File: src/rtl/instr_pkg.sv
// ============================================================================
// Module : instr_pkg
// Brief  : Shared instruction-memory types for the loader, core and RAM.
// Rev    : 1.0  initial release
// ============================================================================
`default_nettype none

package instr_pkg;

    localparam int INSTR_W = 16;
    localparam int IADDR_W = 8;

    typedef enum logic [2:0] {
        IDLE  = 3'd0,
        COUNT = 3'd1,
        HI    = 3'd2,
        LO    = 3'd3,
        WRITE = 3'd4,
        CHECK = 3'd5,
        DONE  = 3'd6
    } ld_state_t;

    typedef logic [INSTR_W-1:0] instr_t;

endpackage

`default_nettype wire

File: src/rtl/instr_mem_loader.sv
// ============================================================================
// Module : instr_mem_loader
// Brief  : Fills the instruction RAM from a byte stream while holding the core
//          in reset. Optional trailing XOR checksum: INSTR_LOADER_CHECKSUM_EN.
// Rev    : 1.0  initial release
// ============================================================================
`default_nettype none

module instr_mem_loader
    import instr_pkg::*;
#(
    parameter int ADDR_W = IADDR_W,
    parameter int DATA_W = INSTR_W
) (
    input  logic              clk,
    input  logic              reset,
    input  logic              start,
    input  logic              byte_valid,
    input  logic [7:0]        byte_data,
    output logic              byte_ready,
    output logic              wr_en,
    output logic [ADDR_W-1:0] wr_addr,
    output logic [DATA_W-1:0] wr_data,
    output logic              busy,
    output logic              cpu_hold,
    output logic              done,
    output logic              error
);

    ld_state_t         r_state;
    ld_state_t         w_next;
    logic [ADDR_W-1:0] r_n;
    logic [ADDR_W-1:0] r_count;
    logic [ADDR_W-1:0] r_addr;
    logic [7:0]        r_hi;
    logic [7:0]        r_lo;
    logic              w_xfer;
    logic [ADDR_W-1:0] w_cnt_inc;

    assign w_xfer    = byte_valid & byte_ready;
    assign w_cnt_inc = r_count + ADDR_W'(1);

    always_ff @(posedge clk or posedge reset) begin
        if (reset) begin
            r_state <= IDLE;
        end else begin
            r_state <= w_next;
        end
    end

    always_comb begin
        w_next     = r_state;
        byte_ready = 1'b0;
        wr_en      = 1'b0;
        done       = 1'b0;
        case (r_state)
            IDLE: begin
                if (start) w_next = COUNT;
            end
            COUNT: begin
                byte_ready = 1'b1;
                if (w_xfer) w_next = HI;
            end
            HI: begin
                byte_ready = 1'b1;
                if (w_xfer) w_next = LO;
            end
            LO: begin
                byte_ready = 1'b1;
                if (w_xfer) w_next = WRITE;
            end
            WRITE: begin
                wr_en = 1'b1;
                // N of 0 loads the full depth: the count wraps back to 0.
                if (w_cnt_inc == r_n) begin
`ifdef INSTR_LOADER_CHECKSUM_EN
                    w_next = CHECK;
`else
                    w_next = DONE;
`endif
                end else begin
                    w_next = HI;
                end
            end
            CHECK: begin
                byte_ready = 1'b1;
                if (w_xfer) w_next = DONE;
            end
            DONE: begin
                done   = 1'b1;
                w_next = IDLE;
            end
            default: w_next = IDLE;
        endcase
    end

    always_ff @(posedge clk or posedge reset) begin
        if (reset) begin
            r_n     <= '0;
            r_count <= '0;
            r_addr  <= '0;
            r_hi    <= '0;
            r_lo    <= '0;
        end else begin
            case (r_state)
                IDLE: begin
                    if (start) begin
                        r_count <= '0;
                        r_addr  <= '0;
                    end
                end
                COUNT: if (w_xfer) r_n  <= ADDR_W'(byte_data);
                HI:    if (w_xfer) r_hi <= byte_data;
                LO:    if (w_xfer) r_lo <= byte_data;
                WRITE: begin
                    r_addr  <= r_addr + ADDR_W'(1);
                    r_count <= w_cnt_inc;
                end
                default: ;
            endcase
        end
    end

`ifdef INSTR_LOADER_CHECKSUM_EN
    logic [7:0] r_xor;
    logic       r_err;

    // Running XOR covers payload bytes only, never the word count.
    always_ff @(posedge clk or posedge reset) begin
        if (reset) begin
            r_xor <= '0;
            r_err <= 1'b0;
        end else begin
            if (r_state == IDLE && start) begin
                r_xor <= '0;
                r_err <= 1'b0;
            end else if ((r_state == HI || r_state == LO) && w_xfer) begin
                r_xor <= r_xor ^ byte_data;
            end else if (r_state == CHECK && w_xfer) begin
                r_err <= (byte_data != r_xor);
            end
        end
    end

    assign error = r_err;
`else
    assign error = 1'b0;
`endif

    assign wr_addr  = r_addr;
    assign wr_data  = DATA_W'({r_hi, r_lo});
    assign busy     = (r_state != IDLE);
    assign cpu_hold = busy;

endmodule

`default_nettype wire

File: config.mk
export PLATFORM = sky130hd
export DESIGN_NAME = instr_mem_loader
export DESIGN_NICKNAME = d
export VERILOG_FILES = /design/src/rtl/instr_pkg.sv /design/src/rtl/instr_mem_loader.sv
export SDC_FILE = /design/constraint.sdc
export NUM_CORES = 1
export LEC_CHECK = 0
export CAP_MARGIN = 10
export CORE_UTILIZATION = 46
export CTS_BUF_LIST = sky130_fd_sc_hd__clkbuf_4 sky130_fd_sc_hd__clkbuf_8 sky130_fd_sc_hd__clkbuf_16
export DETAILED_ROUTE_END_ITERATION = 10
export GPL_ROUTABILITY_DRIVEN = 0
export PLACE_DENSITY = 0.75
export SYNTH_ARGS = -nofsm -noshare
export SYNTH_HDL_FRONTEND = slang
export SYNTH_SLANG_ARGS = --single-unit
File: constraint.sdc
create_clock -name clk -period 1.8 [get_ports clk]
set_input_delay 0.54 -clock clk [delete_from_list [all_inputs] [get_ports clk]]
set_output_delay 0.54 -clock clk [all_outputs]
set_load 0.05 [all_outputs]
# ---- Word-level counts from Yosys, hierarchy flattened
# Index checks and enable logic that the tools add are counted.
dict set report classes {
  addsub 2
  eq_ne 12
  muxes 13
  n_bitwise 1
  reduce_logical 9
}
# op count
set op_table {}
lappend op_table {{8-bit one-hot mux with 2 select lines} 2}
lappend op_table {{3-bit 2-to-1 mux} 6}
lappend op_table {{3-bit one-hot mux with 6 select lines} 1}
lappend op_table {{8-bit by 1-bit adder with 8-bit output (second input constant)} 2}
lappend op_table {{2-bit inequality test (second input constant)} 5}
lappend op_table {{3-bit == test (second input constant)} 3}
lappend op_table {{8-bit == test} 1}
lappend op_table {{8-bit 2-to-1 mux} 1}
lappend op_table {{2-bit AND reduction} 4}
lappend op_table {{3-bit by 2-bit == test with 1-bit output (second input constant)} 2}
lappend op_table {{5-bit AND reduction} 1}
lappend op_table {{4-bit OR reduction} 1}
lappend op_table {{3-bit by 1-bit == test with 1-bit output (second input constant)} 1}
lappend op_table {{3-bit zero test} 1}
lappend op_table {{1-bit 2-to-1 mux} 3}
lappend op_table {{3-bit nonzero test} 1}
lappend op_table {{2-bit nonzero test} 1}
lappend op_table {{1-bit bitwise AND} 1}
dict set report totals {
  regBits 43
  output_inout_bits 30
  elab_cells 43
}

# ---- Logic depth before layout (Yosys ltp)
dict set report logic_depth {
  word_depth 6
  depth_mapped 7
  mapped_depth_nobuf 6
}

# ---- Least setup slack after synthesis
# No wires, ideal clock.
dict set report synth_timing {
  kind {flip-flop to output port}
  from {register r_state[1]}
  to {output cpu_hold}
  arrival_ns 1.405
  required_ns 1.260
  slack_ns -0.145
  stages_incl_launch_ff 4
  n_path_buf 2
  path_cell_list {dfrtp_1 buf_2 or3_1 buf_4}
}
dict set report synth_between {
  elab_chain_len 1
}
# element line
set synth_rtl {}
lappend synth_rtl {{start: declaration} instr_mem_loader.sv:30} ;# ld_state_t r_state;
lappend synth_rtl {{start signal: assignment} instr_mem_loader.sv:47} ;# r_state <= w_next;
lappend synth_rtl {{3-bit nonzero test} instr_mem_loader.sv:152} ;# assign busy = (r_state != IDLE);
lappend synth_rtl {{end: declaration} instr_mem_loader.sv:25} ;# output logic cpu_hold,
# Every way passes these cells.

# ---- Worst setup path in the final report
dict set report layout_timing {
  from {register r_state[2]}
  to {output cpu_hold}
}
# Same word-level chain as after synthesis.

==> flow_metrics.py <==
metrics = {
    "placement": {
        "io_buffers": 40,
        "post-place-cells": 284,
        "post-place-ws_ns": -0.273,
        "detailed_place_hpwl_mm": 2.93,
    },
    "min_path": {
        "holdPathStages": 1,
        "hp-class": "reg -> reg",
        "min-delay-start": "r_lo[3]",
    },
    "routing": {
        "drc_errors": 0,
        "drt_wl_total_mm": 4.04,
        "vias": 1571,
        "avgViaCountPerCell": 5.34,
        "drt_iter0_markers": 51,
        "wire_per_inst_um": 13.7,
        "first_pass_iters": 4,
        "ant_nets": 0,
    },
    "clocking": {
        "cts_buffers": 5,
        "hold_buffers": 0,
        "clk-insertion-delay-late_ns": 0.30,
        "cts-root-buf": "clkbuf_8",
        "cts_tree": "done",
        "path_clk_slew_ns": 0.08,
        "clk_path_buf_depth": 2,
        "htree_levels": 2,
        "clkSinkCount": 43,
    },
    "grt": {
        "grt_remaining_overflow": 0,
        "grtUsageTotal": 0.186,
        "grt_start_max_net_pins": 44,
        "antenna_found_initial": 0,
        "grt_pass1_vias": 1574,
        "grt_pass1_wl_mm": 7.02,
    },
    "logic_synthesis": {
        "synth_cells": 189,
        "synth.cell_area_um2": 2080,
        "yosys_register_bits": 43,
        "yosysTopAreaCell": "dfrtp_1",
        "synth_top_cell_area_share": 0.516,
        "netlist-cell-type-count": 36,
        "ys_seq_area_frac": 0.516,
        "synth_area_per_cell_um2": 11.0,
        "synthTopCellsByArea": "dfrtp_1, mux2_2, o21ai_0",
        "synth.net_count": 203,
        "yosys_warnings": 0,
    },
    "worst_setup_path": {
        "path_cells": "or3_4 -> buf_6",
        "crit_cells": 2,
        "startpoint": "r_state[2]",
        "cpMaxStageDelayCell": "dfrtp_2",
        "critPathMaxFanout": 9,
        "critPathTopFamily": "flip-flops",
        "required_ns": 1.26,
        "slowest_delay_ns": 0.48,
        "critPathKind": "reg -> out",
        "cp-start-kind": "register",
        "cp.arrival_ns": 1.30,
        "worstRegToRegCells": 6,
        "rr_startpoint": "r_count[0]",
        "crit_buf_inv": 1,
        "cp-end-kind": "output pin",
    },
    "outcome": {
        "violations": "negative setup slack",
        "status": "complete, but fails checks",
    },
    "timing": {
        "slew_violations": 0,
        "finalSetupTns_ns": -0.0717,
        "fin_crit_sh": 1.02,
        "finalCriticalPeriod_ns": 1.84,
        "setup_violations": 2,
        "timing.final.hold_violations": 0,
        "fmax_mhz": 545,
        "hold-worst-slack_ns": 0.511,
        "skew_ns": 0.00560,
        "rsz0062_at_grt": "yes",
        "setup_ws_ns": -0.0361,
    },
    "floorplanning": {
        "core_um2": 4350,
        "ioPinCount": 42,
        "row_count": 24,
        "die_w_um": 69.3,
        "initial_utilization": 0.479,
        "die_h_um": 69.3,
        "die-area_um2": 4800,
    },
    "cells_and_area": {
        "instances_no_fill": 294,
        "n_antenna_cell": 0,
        "drive_above_1_share": 0.355,
        "nNetsFinal": 255,
        "fillerInstances": 322,
        "area_delta_synth_final_pct": 36.1,
    },
    "power": {
        "leakage_nw": 1.24,
        "vdd_drop_max_mv": 1.11,
        "power_density_nw_per_um2": 1700,
        "total_power_mw": 4.82,
    },
    "job": {
        "max-cap-violations": 0,
    },
}
cell families after synthesis:
family                   count (synthesis)  synth area share
AO/OA/AOI/OAI                           38             0.104
multiplexers                            26             0.140
AND/OR/NAND/NOR                         54             0.142
adder cells (fa/ha/maj)                  2            0.0120
XOR/XNOR                                13            0.0546
buffers and inverters                   12            0.0294
flip-flops                              43             0.516
other                                    1           0.00180
worst reg2reg max path, cell delays in order (launching register included):
cell and delay, ns:
dfrtp_1 0.39, ha_1 0.24, nand3_2 0.09, xor2_1 0.22, xnor2_1 0.09, o41a_1 0.42
a31oi_1 0.16
cell usage after synthesis (all sizes together):
cell	count
o22ai	1
nand2b	1
nand3b	1
conb	1
ha	2
or2b	1
buf	7
nand4	4
and2	4
and3	5
nor3b	2
dfrtp	43
mux2i	1
o41a	1
a22o	2
xor2	6
nor4bb	1
o31ai	3
o21ai	22
nor2	6
nand2	15
clkbuf	3
a31oi	3
nand4b	1
or3	1
nor2b	3
inv	1
xnor2	7
mux2	25
or3b	1
nand3	8
clkinv	1
a21oi	6
area by class of cell:
class | instances | area [um^2] | area share
Clock buffer | 5 | 68.8 | 0.0243
Clock inverter | 3 | 43.8 | 0.0154
Inverter | 2 | 7.51 | 0.00265
Multi-Input combinational cell | 134 | 963 | 0.340
Sequential cell | 43 | 1080 | 0.380
Tap cell | 52 | 65.1 | 0.0229
Timing Repair Buffer | 55 | 611 | 0.215
metrics by stage:
step / area, um^2 / util
after detailed placement: 2690 / 0.618
final: 2840 / 0.652
after floorplan: 2090 / -
after global placement: 2690 / 0.618
after global routing: 2840 / 0.652
after CTS: 2840 / 0.651
what timing repair did:
action,4_1_cts,5_1_grt
gates resized for setup,6,1
pin swaps,0,0
setup endpoints to repair,5,20
setup buffers,2,0
sequential cells by signal, indices dropped and copies added, names as in the netlist:
register / cells
r_count: 8
r_hi: 8
r_lo: 8
r_n: 8
r_state: 3
wr_addr: 8
power breakdown:
part	total, mW	leakage (nW)	switching [mW]	internal, mW
Sequential	1.56	0.542	0.255	1.31
Clock	0.742	0.0581	0.329	0.413
Combinational	2.52	0.643	1.46	1.06
path summary, 6_finish.rpt:
kind	to	slack [ns]
max	cpu_hold	-0.04
min	r_lo[3]	0.51
max reg2reg	r_state[2]	0.10
min reg2reg	r_lo[3]	0.51
max in group asynchronous	r_state[2]	0.99
min in group asynchronous	r_count[3]	0.59
routing by layer:
layer | track usage | share of wire | routed length, um
met5 | 0 | 0 | 0
met4 | 0.0590 | 0.013 | 51
met3 | 0.0523 | 0.043 | 175
met2 | 0.333 | 0.50 | 2020
met1 | 0.212 | 0.44 | 1790
cells in the final DEF (no fill, tap or decap), types with 2 or more instances in the layout:
master / netlist / final
a21oi_1: 6 / 5
xor2_1: 6 / 6
dfrtp_2: 0 / 2
nor3b_1: 2 / 2
buf_4: 3 / 29
xnor2_1: 7 / 7
a31oi_1: 3 / 3
nand4_1: 4 / 4
and2_1: 4 / 4
nor2_1: 5 / 4
a22o_1: 2 / 2
dfrtp_1: 43 / 41
buf_6: 0 / 2
and3_1: 5 / 5
o31ai_1: 3 / 3
o21ai_0: 22 / 22
buf_12: 0 / 13
mux2_2: 25 / 25
clkdlybuf4s50_1: 0 / 11
nand3_1: 7 / 7
clkbuf_8: 0 / 5
nand2_1: 15 / 15
nor2b_2: 0 / 2
nor2_2: 1 / 2
ha_1: 2 / 2
No activity file was read; power rests on OpenSTA's default activity.
